`config.mk`:
```
export PLATFORM = sky130hd
export DESIGN_NAME = stopwatch_bcd_counter
export DESIGN_NICKNAME = d
export VERILOG_FILES = /design/src/rtl/stopwatch_bcd_counter.sv
export SDC_FILE = /design/constraint.sdc
export NUM_CORES = 1
export LEC_CHECK = 0
export CAP_MARGIN = 20
export CORE_AREA = 2 2 81 83
export CTS_BUF_LIST = sky130_fd_sc_hd__clkbuf_4 sky130_fd_sc_hd__clkbuf_8
export DETAILED_ROUTE_END_ITERATION = 10
export DIE_AREA = 0 0 83 85
export GPL_ROUTABILITY_DRIVEN = 1
export PLACE_DENSITY_LB_ADDON = 0.25
export SYNTH_ARGS = -nofsm -noshare
export SYNTH_HDL_FRONTEND = slang
export SYNTH_SLANG_ARGS = --single-unit
```
`constraint.sdc`:
```
create_clock -name clk -period 5.6 [get_ports clk]
set_input_delay 0.84 -clock clk [delete_from_list [all_inputs] [get_ports clk]]
set_output_delay 0.84 -clock clk [all_outputs]
set_load 0.01 [all_outputs]
```
`src/rtl/stopwatch_bcd_counter.sv`:
```
// stopwatch_bcd_counter: four-digit BCD stopwatch (SS.hh, 00.00..59.99).
// Drives the digit and decimal-point bus of the quad seven-segment display controller.
// Buttons arrive as single-cycle pulses. A pulse held for several cycles acts on every cycle.
// Optional lap/freeze display is enabled by defining LAP_STOPWATCH_EN.
// When the macro is undefined, lap_i is ignored and the live count is always shown.
module stopwatch_bcd_counter #(
   parameter int unsigned TICK_DIV = 1_000_000,
   parameter int unsigned PRESC_W  = 20
) (
   input  logic       clk,
   input  logic       rst,
   input  logic       start_stop_i,
   input  logic       clear_i,
   input  logic       lap_i,
   output logic [3:0] val3_o,
   output logic [3:0] val2_o,
   output logic [3:0] val1_o,
   output logic [3:0] val0_o,
   output logic       dot3_o,
   output logic       dot2_o,
   output logic       dot1_o,
   output logic       dot0_o,
   output logic       running_o,
   output logic       ovf_o
);

   localparam logic [PRESC_W-1:0] PrescMax = PRESC_W'(TICK_DIV - 1);

   typedef enum logic [1:0] {
      StIdle  = 2'd0,
      StRun   = 2'd1,
      StPause = 2'd2
   } state_e;

   state_e             state_q, state_d;
   logic [PRESC_W-1:0] presc_q, presc_d;
   logic [3:0]         d3_q, d3_d;
   logic [3:0]         d2_q, d2_d;
   logic [3:0]         d1_q, d1_d;
   logic [3:0]         d0_q, d0_d;
   logic               ovf_q, ovf_d;
   logic               tick;

   assign tick = (state_q == StRun) && (presc_q == PrescMax);

   // Run-control FSM: state transitions and prescaler behaviour.
   always_comb begin
      state_d = state_q;
      presc_d = presc_q;
      unique case (state_q)
         StIdle: begin
            presc_d = '0;
            if (start_stop_i) state_d = StRun;
         end
         StRun: begin
            // Wrap on the tick cycle, otherwise keep counting the fraction.
            presc_d = tick ? '0 : presc_q + 1'b1;
            if (start_stop_i) state_d = StPause;
         end
         StPause: begin
            // Hold the fraction so a resume finishes the interrupted hundredth.
            if (start_stop_i) state_d = StRun;
         end
         default: begin
            state_d = StIdle;
            presc_d = '0;
         end
      endcase
      // clear overrides start_stop in the same cycle.
      if (clear_i) begin
         state_d = StIdle;
         presc_d = '0;
      end
   end

   // BCD carry chain: one hundredth per tick, wrapping 59.99 -> 00.00 with sticky overflow.
   always_comb begin
      d3_d  = d3_q;
      d2_d  = d2_q;
      d1_d  = d1_q;
      d0_d  = d0_q;
      ovf_d = ovf_q;
      if (clear_i) begin
         d3_d  = 4'd0;
         d2_d  = 4'd0;
         d1_d  = 4'd0;
         d0_d  = 4'd0;
         ovf_d = 1'b0;
      end else if (tick) begin
         if (d0_q == 4'd9) begin
            d0_d = 4'd0;
            if (d1_q == 4'd9) begin
               d1_d = 4'd0;
               if (d2_q == 4'd9) begin
                  d2_d = 4'd0;
                  if (d3_q == 4'd5) begin
                     d3_d  = 4'd0;
                     ovf_d = 1'b1;
                  end else begin
                     d3_d = d3_q + 4'd1;
                  end
               end else begin
                  d2_d = d2_q + 4'd1;
               end
            end else begin
               d1_d = d1_q + 4'd1;
            end
         end else begin
            d0_d = d0_q + 4'd1;
         end
      end
   end

   // State, prescaler and count registers with synchronous reset.
   always_ff @(posedge clk) begin
      if (rst) begin
         state_q <= StIdle;
         presc_q <= '0;
         d3_q    <= 4'd0;
         d2_q    <= 4'd0;
         d1_q    <= 4'd0;
         d0_q    <= 4'd0;
         ovf_q   <= 1'b0;
      end else begin
         state_q <= state_d;
         presc_q <= presc_d;
         d3_q    <= d3_d;
         d2_q    <= d2_d;
         d1_q    <= d1_d;
         d0_q    <= d0_d;
         ovf_q   <= ovf_d;
      end
   end

`ifdef LAP_STOPWATCH_EN
   logic       frozen_q, frozen_d;
   logic [3:0] lap3_q, lap3_d;
   logic [3:0] lap2_q, lap2_d;
   logic [3:0] lap1_q, lap1_d;
   logic [3:0] lap0_q, lap0_d;

   // Lap control: freeze captures the pre-edge live count; a second lap releases it.
   always_comb begin
      frozen_d = frozen_q;
      lap3_d   = lap3_q;
      lap2_d   = lap2_q;
      lap1_d   = lap1_q;
      lap0_d   = lap0_q;
      if (clear_i) begin
         frozen_d = 1'b0;
      end else if (lap_i) begin
         if (frozen_q) begin
            frozen_d = 1'b0;
         end else if (state_q == StRun) begin
            frozen_d = 1'b1;
            lap3_d   = d3_q;
            lap2_d   = d2_q;
            lap1_d   = d1_q;
            lap0_d   = d0_q;
         end
      end
   end

   // Lap register and freeze flag.
   always_ff @(posedge clk) begin
      if (rst) begin
         frozen_q <= 1'b0;
         lap3_q   <= 4'd0;
         lap2_q   <= 4'd0;
         lap1_q   <= 4'd0;
         lap0_q   <= 4'd0;
      end else begin
         frozen_q <= frozen_d;
         lap3_q   <= lap3_d;
         lap2_q   <= lap2_d;
         lap1_q   <= lap1_d;
         lap0_q   <= lap0_d;
      end
   end

   // Display mux: the lap snapshot while frozen, otherwise the live count.
   always_comb begin
      val3_o = frozen_q ? lap3_q : d3_q;
      val2_o = frozen_q ? lap2_q : d2_q;
      val1_o = frozen_q ? lap1_q : d1_q;
      val0_o = frozen_q ? lap0_q : d0_q;
      dot0_o = frozen_q;
   end
`else
   logic unused_lap;
   assign unused_lap = lap_i;

   // Display shows the live count directly; no freeze indication.
   always_comb begin
      val3_o = d3_q;
      val2_o = d2_q;
      val1_o = d1_q;
      val0_o = d0_q;
      dot0_o = 1'b0;
   end
`endif

   assign dot3_o    = 1'b0;
   assign dot2_o    = 1'b1;
   assign dot1_o    = 1'b0;
   assign running_o = (state_q == StRun);
   assign ovf_o     = ovf_q;

endmodule

```
# --- After elaboration in Yosys (flattened, before gate mapping) ---
# Cells that the tools add are included.
word_totals:
  regBits: 39
  latch_bits: 0
  mem_bits_rw: 0
  mem_bits_ro: 0
  input_bits: 5
  output_inout_bits: 22
  mem_count: 0
classes:
  addsub: 5
  n_mul: 0
  div_mod_pow: 0
  n_lt_le_gt_ge: 0
  n_eq_ne: 9
  shift: 0
  mux: 9
  n_bitwise: 0
  n_reduce_logical: 9
op_table:
  columns: ["cell", "count"]
  rows:
  - ["$pmux W20 S2", 1]
  - ["$add A20 B1 Y20 const B", 1]
  - ["$eq A20 B20 Y1 const B", 1]
  - ["$mux W20", 1]
  - ["$add A4 B1 Y4 const B", 4]
  - ["$mux W4", 4]
  - ["$eq A4 B4 Y1 const B", 3]
  - ["$reduce_and A5 Y1", 1]
  - ["$eq A4 B3 Y1 const B", 1]
  - ["$mux W2", 2]
  - ["$pmux W2 S2", 1]
  - ["$reduce_and A2 Y1", 2]
  - ["$reduce_and A4 Y1", 1]
  - ["$reduce_or A2 Y1", 2]
  - ["$reduce_and A3 Y1", 1]
  - ["$eq A2 B1 Y1 const B", 1]
  - ["$eq A2 B2 Y1 const B", 1]
  - ["$logic_not A2 Y1", 1]
  - ["$ne A2 B1 Y1 const B", 1]
  - ["$ne A2 B2 Y1 const B", 1]
  - ["$logic_and A1 B1 Y1", 1]

# --- Depth between registers and ports, before layout ---
# Gate-level depths: netlist of the first run.
logic_depth:
  depth_word: 4
  mapped_depth: 7
  depth_no_buf: 6

# --- Worst setup path before layout of the first run ---
# No wires, ideal clock.
synth_path:
  kind: "input port to flip-flop"
  from: "input port clear_i"
  to: "register presc_q[18]"
  setup_ps: 58
  t_arrival_ps: 1964
  t_required_ps: 5542
  slack_ps: 3578
  path_stages: 6
  path_buffers: 1
  path_cell_list: "nor2_1 -> nand2_1 -> a21oi_2 -> buf_2 -> a41o_2 -> o21a_1"
synth_via:
  elab_chain_len: 1
synth_lines:
  columns: ["element", "line_no", "rtl"]
  rows:
  - ["start, declared", "13", "input logic clear_i,"]
  - ["$reduce_or A2 Y1 (no line)", null, null]
  - ["end signal, assigned", "126", "presc_q <= presc_d;"]
  - ["end, declared", "36", "logic [PRESC_W-1:0] presc_q, presc_d;"]
# No other way between the ends.
# A chain may end at the register's enable or synchronous reset.

# --- Worst setup path in the final report of the first run ---
layout_path:
  from: "input port clear_i"
  to: "register presc_q[5]"
# The elaborated chain is that of the path after synthesis.

==> results of run 1 <==
[layout by cell type (no fill, tap or decap), drive strengths merged, types with 8 or more instances in the layout]
cell type | Yosys | layout
or3 | 8 | 8
nor2b | 9 | 9
nand3 | 14 | 14
a21oi | 23 | 23
nand4 | 10 | 10
clkdlybuf4s50 | 0 | 21
o21ai | 14 | 14
nand2 | 37 | 37
a31oi | 10 | 10
dfxtp | 39 | 39
nor2 | 17 | 17
[path summary, 6_finish.rpt]
| path | from | endpoint | slack [ns] | cells past startpoint |
|---|---|---|---|---|
| setup / recovery | clear_i | presc_q[5] | 2.76 | 6 |
| hold / removal | ovf_o | ovf_o | 0.46 | 2 |
| setup reg to reg | presc_q[0] | presc_q[5] | 3.16 | 6 |
| hold reg to reg | ovf_o | ovf_o | 0.46 | 2 |
[per-stage QoR]
stage	setup WS (ns)	hold WS [ns]
after CTS	2.76	0.464
after floorplan	3.58	0.455
after detailed placement	2.44	0.448
final	2.76	0.461
after global routing	2.46	0.512
after global placement	2.47	0.438
[layout make-up]
| class | count | area [um^2] |
|---|---|---|
| inverters | 7 | 26.3 |
| repair buffers | 21 | 210 |
| clock buffers | 6 | 76.3 |
| flip-flops and latches | 39 | 781 |
| multi-input cells | 207 | 1240 |
| well taps | 77 | 96.3 |
| fillers | 627 | 3760 |
| clock inverters | 2 | 12.5 |
[registers in the layout, indices dropped and copies added, names as in the netlist]
register	cells
val3_o	4
val2_o	4
presc_q	20
ovf_o	1
val0_o	4
val1_o	4
state_q	2
[routing by layer]
metal	wire length (um)	global-route usage
met4	79	0.0492
met2	2040	0.210
met3	206	0.0311
met5	0	0
met1	2330	0.195
[critical path, stage by stage]
cell	delay, ns
clkdlybuf4s50_1	0.43
nor2_1	0.45
nand2_1	0.22
a21oi_2	0.72
o21ai_0	0.20
a31oi_1	0.20
[report_power, final]
group | leakage (nW) | total [mW] | switching (mW) | internal, mW
Clock | 0.0446 | 0.194 | 0.102 | 0.0920
Combinational | 0.434 | 0.0143 | 0.00919 | 0.00511
Sequential | 0.314 | 0.278 | 0.000839 | 0.278
[cells by family (layout without fill, tap and decap cells)]
family | after synthesis | in the layout | synth area share
buffers and inverters | 17 | 36 | 0.0428
multiplexers | 5 | 5 | 0.0238
adder cells (fa/ha/maj) | 1 | 1 | 0.00595
AO/OA/AOI/OAI | 59 | 59 | 0.171
AND/OR/NAND/NOR | 131 | 131 | 0.353
XOR/XNOR | 7 | 7 | 0.0291
flip-flops | 39 | 39 | 0.371
other | 2 | 4 | 0.00357
==> metrics.txt, run 1 <==
CP required 5.82 ns; vias per cell 5.33; drc violations 0; remaining global-route overflow 0; initial drt markers 151; # H-tree levels 2; die area 7060 um^2; Setup crit start kind input pin; Ports 27; die width 83 um; Resized cells post-CTS 0; highest clock rate 353 MHz; sequential share of the synthesized area 0.371; fraction of layout cells with a size suffix above 1 0.0780; Peak VDD IR 0.0981 mV; Worst Clk Skew 0.00962 ns; Post-synth top cells dfxtp_1 (39), nand2_1 (37), a21oi_1 (22); clk buf depth 2; first-pass GRT wire length 8090 um; number of placement rows 29; Arr. time, crit path 3.06 ns; Max FO, Critical Path 23; final setup violating endpoints 0; CTS tree yes; Reg clk slew, reported paths 0.08 ns; Hold Buf Count CTS 0; Initial Util 0.339; largest net degree at the start of global routing 24; router iterations before antenna repair 4; Detailed Route WL 4650 um; clk sinks 39; DIE HEIGHT 85 um; Unique masters post-synth 55; Via Count 1912; Final HPWL DP 3280 um; number of enable flip-flop cells after synthesis 0; Hold Path Class flop to flop; Fin Setup TNS 0 ns; number of antenna diodes 0; Core Area 6200 um^2; Worst Tran Pin Value 0.931 ns; async set or reset register ratio after synthesis 0; Post-Syn Area 2100 um^2; port bufs 21; yosys warns 0; Post-CTS Setup Inserts 0; status completed; syn_area_per_cell 8.06 um^2; initial antenna violation count 0; placement-stage cell area 2350 um^2; total CTS buffers 5; final hold vios 0; fin crit period 2.84 ns; Final GP Congestion 0.839; Global Route Usage Sum 0.139; post-synthesis register bit count 39; unrepaired setup endpoints after global routing false; Synth top area share 0.371; Max Cap Violations 0; Layout area overhead 16.1%; Post-synth top flop dfxtp_1; vias in the first global route 1684; Final ANT Viol Nets 0; normalized max-slew margin 0.379; Synth area leader dfxtp_1; ranking of synthesized cells by area dfxtp_1 (37%), nand2_1 (6.6%), a21oi_1 (5.2%), nand3_1 (3.3%), nor2_1 (3.0%); Lkg Pwr 0.793 nW; max-slew violations 0; Pwr Density 199 nW/um^2; Non-Filler Instances 359; crit end category flop; cell area after layout 2440 um^2; Skew-Pair Late Insertion Delay 0.30 ns; Mapped Cells 261; crit path kind input pin to flop; most frequent cell after synthesis dfxtp_1; Core Util, Final 0.394; total power draw 487 uW; mean routed wirelength per cell 13.0 um; fraction of the cycle the final worst path needs 0.507; Final nets 287; clock root buffer clkbuf_8; Placed Cells 351
Power figures use the tool's default switching activity.
==> run 2: changes to the inputs <==
==> constraint.sdc (replaced) <==
create_clock -name clk -period 2.8 [get_ports clk]
set_input_delay 0.42 -clock clk [delete_from_list [all_inputs] [get_ports clk]]
set_output_delay 0.42 -clock clk [all_outputs]
set_load 0.01 [all_outputs]
==> metrics.txt, run 2 (synthesis gave the netlist of run 1 again) <==
status completed; largest net degree at the start of global routing 21; final setup violating endpoints 0; Global Route Usage Sum 0.138; grt met2 use 0.207; CP max stage delay 0.56 ns; Layout area overhead 18.1%; Bufs and invs on worst path 1; Final ANT Viol Nets 0; Skew-Pair Late Insertion Delay 0.30 ns; Detailed Route WL 4600 um; CP Cell Sequence ha_1 -> and4_1 -> and2_1 -> a21oi_2 -> buf_12 -> o21ai_0 -> a31oi_1; Fillers 630; Initial Util 0.339; Pwr Density 392 nW/um^2; Reg clk slew, reported paths 0.09 ns; vias in the first global route 1676; commonest non-fill, non-tap cell in the layout dfxtp_1; Final HPWL DP 3330 um; Worst Tran Pin Value 0.620 ns; Hold Buf Count CTS 0; number of antenna diodes 0; router iterations before antenna repair 5; crit path kind flop to flop; port bufs 21; clock root buffer clkbuf_8; drc violations 0; final hold vios 0; die width 83 um; Fin Setup TNS 0 ns; Core Area 6200 um^2; Hold Path Class flop to flop; Via Count 1911; Final nets 291; Max Cap Violations 0; Arr. time, crit path 2.45 ns; clk buf depth 2; Final GP Congestion 0.859; CTS tree yes; Crit-path slowest cell a21oi_2; GRT Max-Usage Layer met2; Post-CTS Setup Inserts 0; # H-tree levels 2; max reg flops 20; Max FO, Critical Path 12; clk sinks 39; number of placement rows 29; Crit path max-delay family compound AO/OA/AOI/OAI gates; crit end category flop; Resized cells post-CTS 0; total CTS buffers 5; normalized max-slew margin 0.587; fraction of the cycle the final worst path needs 0.795; fin crit period 2.23 ns; initial antenna violation count 0; met3 usage 0.0331; Setup crit start kind flop; most frequent cells in the layout dfxtp_1 (39), nand2_1 (37), a21oi_1 (22); Largest Register presc_q; fraction of layout cells with a size suffix above 1 0.0909; CP required 3.02 ns; DIE HEIGHT 85 um; Ports 27; Lkg Pwr 0.813 nW; first-pass GRT wire length 7980 um; mean routed wirelength per cell 12.7 um; remaining global-route overflow 0; multi-input combinational cell area 1240 um^2; total power draw 973 uW; met1 usage 0.187; vias per cell 5.26; Worst Clk Skew 0.00971 ns; die area 7060 um^2; unrepaired setup endpoints after global routing false; Seq. cell area 781 um^2; initial drt markers 100; highest clock rate 449 MHz; Peak VDD IR 0.197 mV; max-slew violations 0
## run 2: cell types whose count changed in the layout (fill, tap and decap cells not counted)
cell,before,now
clkinvlp_4,1,2
buf_4,0,3
buf_12,0,1
clkbuf_4,1,0
## run 2: cell type report
cell class                 count  share of cell area
inverter                       7              0.0106
tap                           77              0.0388
clock inverter                 3             0.00806
timing repair buffer          25               0.102
clock buffer                   5              0.0277
multi-input combinational    207               0.499
sequential                    39               0.314
## run 2: worst paths after layout
kind	start	to	slack, ns	depth (start not counted)
max	presc_q[0]	presc_q[5]	0.57	7
min	ovf_o	ovf_o	0.46	2
max reg2reg	presc_q[0]	presc_q[5]	0.57	7
min reg2reg	ovf_o	ovf_o	0.46	2
## run 2: layer usage
| metal | share of wire | vias up |
|---|---|---|
| met2 | 0.45 | 39 |
| li1 | - | 991 |
| met1 | 0.49 | 872 |
| met3 | 0.035 | 9 |
| met4 | 0.023 | 0 |
| met5 | 0 | - |
## run 2: where the power goes
part	leakage [nW]	internal (mW)	total, mW	switching [mW]
logic	0.459	0.0121	0.0308	0.0186
clock network	0.0402	0.173	0.385	0.212
registers	0.314	0.555	0.557	0.00169
## run 2: worst register-to-register path, delay by kind of cell (launching register included)
family,cells,cell delay (ns)
adder cells (fa/ha/maj),1,0.26
buffers and inverters,1,0.21
flip-flops,1,0.36
AND/OR/NAND/NOR,2,0.52
AO/OA/AOI/OAI,3,0.79
## run 2: metrics by stage
stage / cells / util / instance area [um^2] / worst slack [ns] / hold WS, ns
4_1_cts: 363 / 0.400 / 2480 / 0.597 / 0.469
5_1_grt: 363 / 0.400 / 2480 / 0.432 / 0.496
6_report: 363 / 0.400 / 2480 / 0.574 / 0.461
3_3_place_gp: 355 / 0.386 / 2400 / 0.631 / 0.438
3_5_place_dp: 355 / 0.386 / 2400 / 0.608 / 0.449
2_1_floorplan: 263 / - / 2110 / 1.01 / 0.455
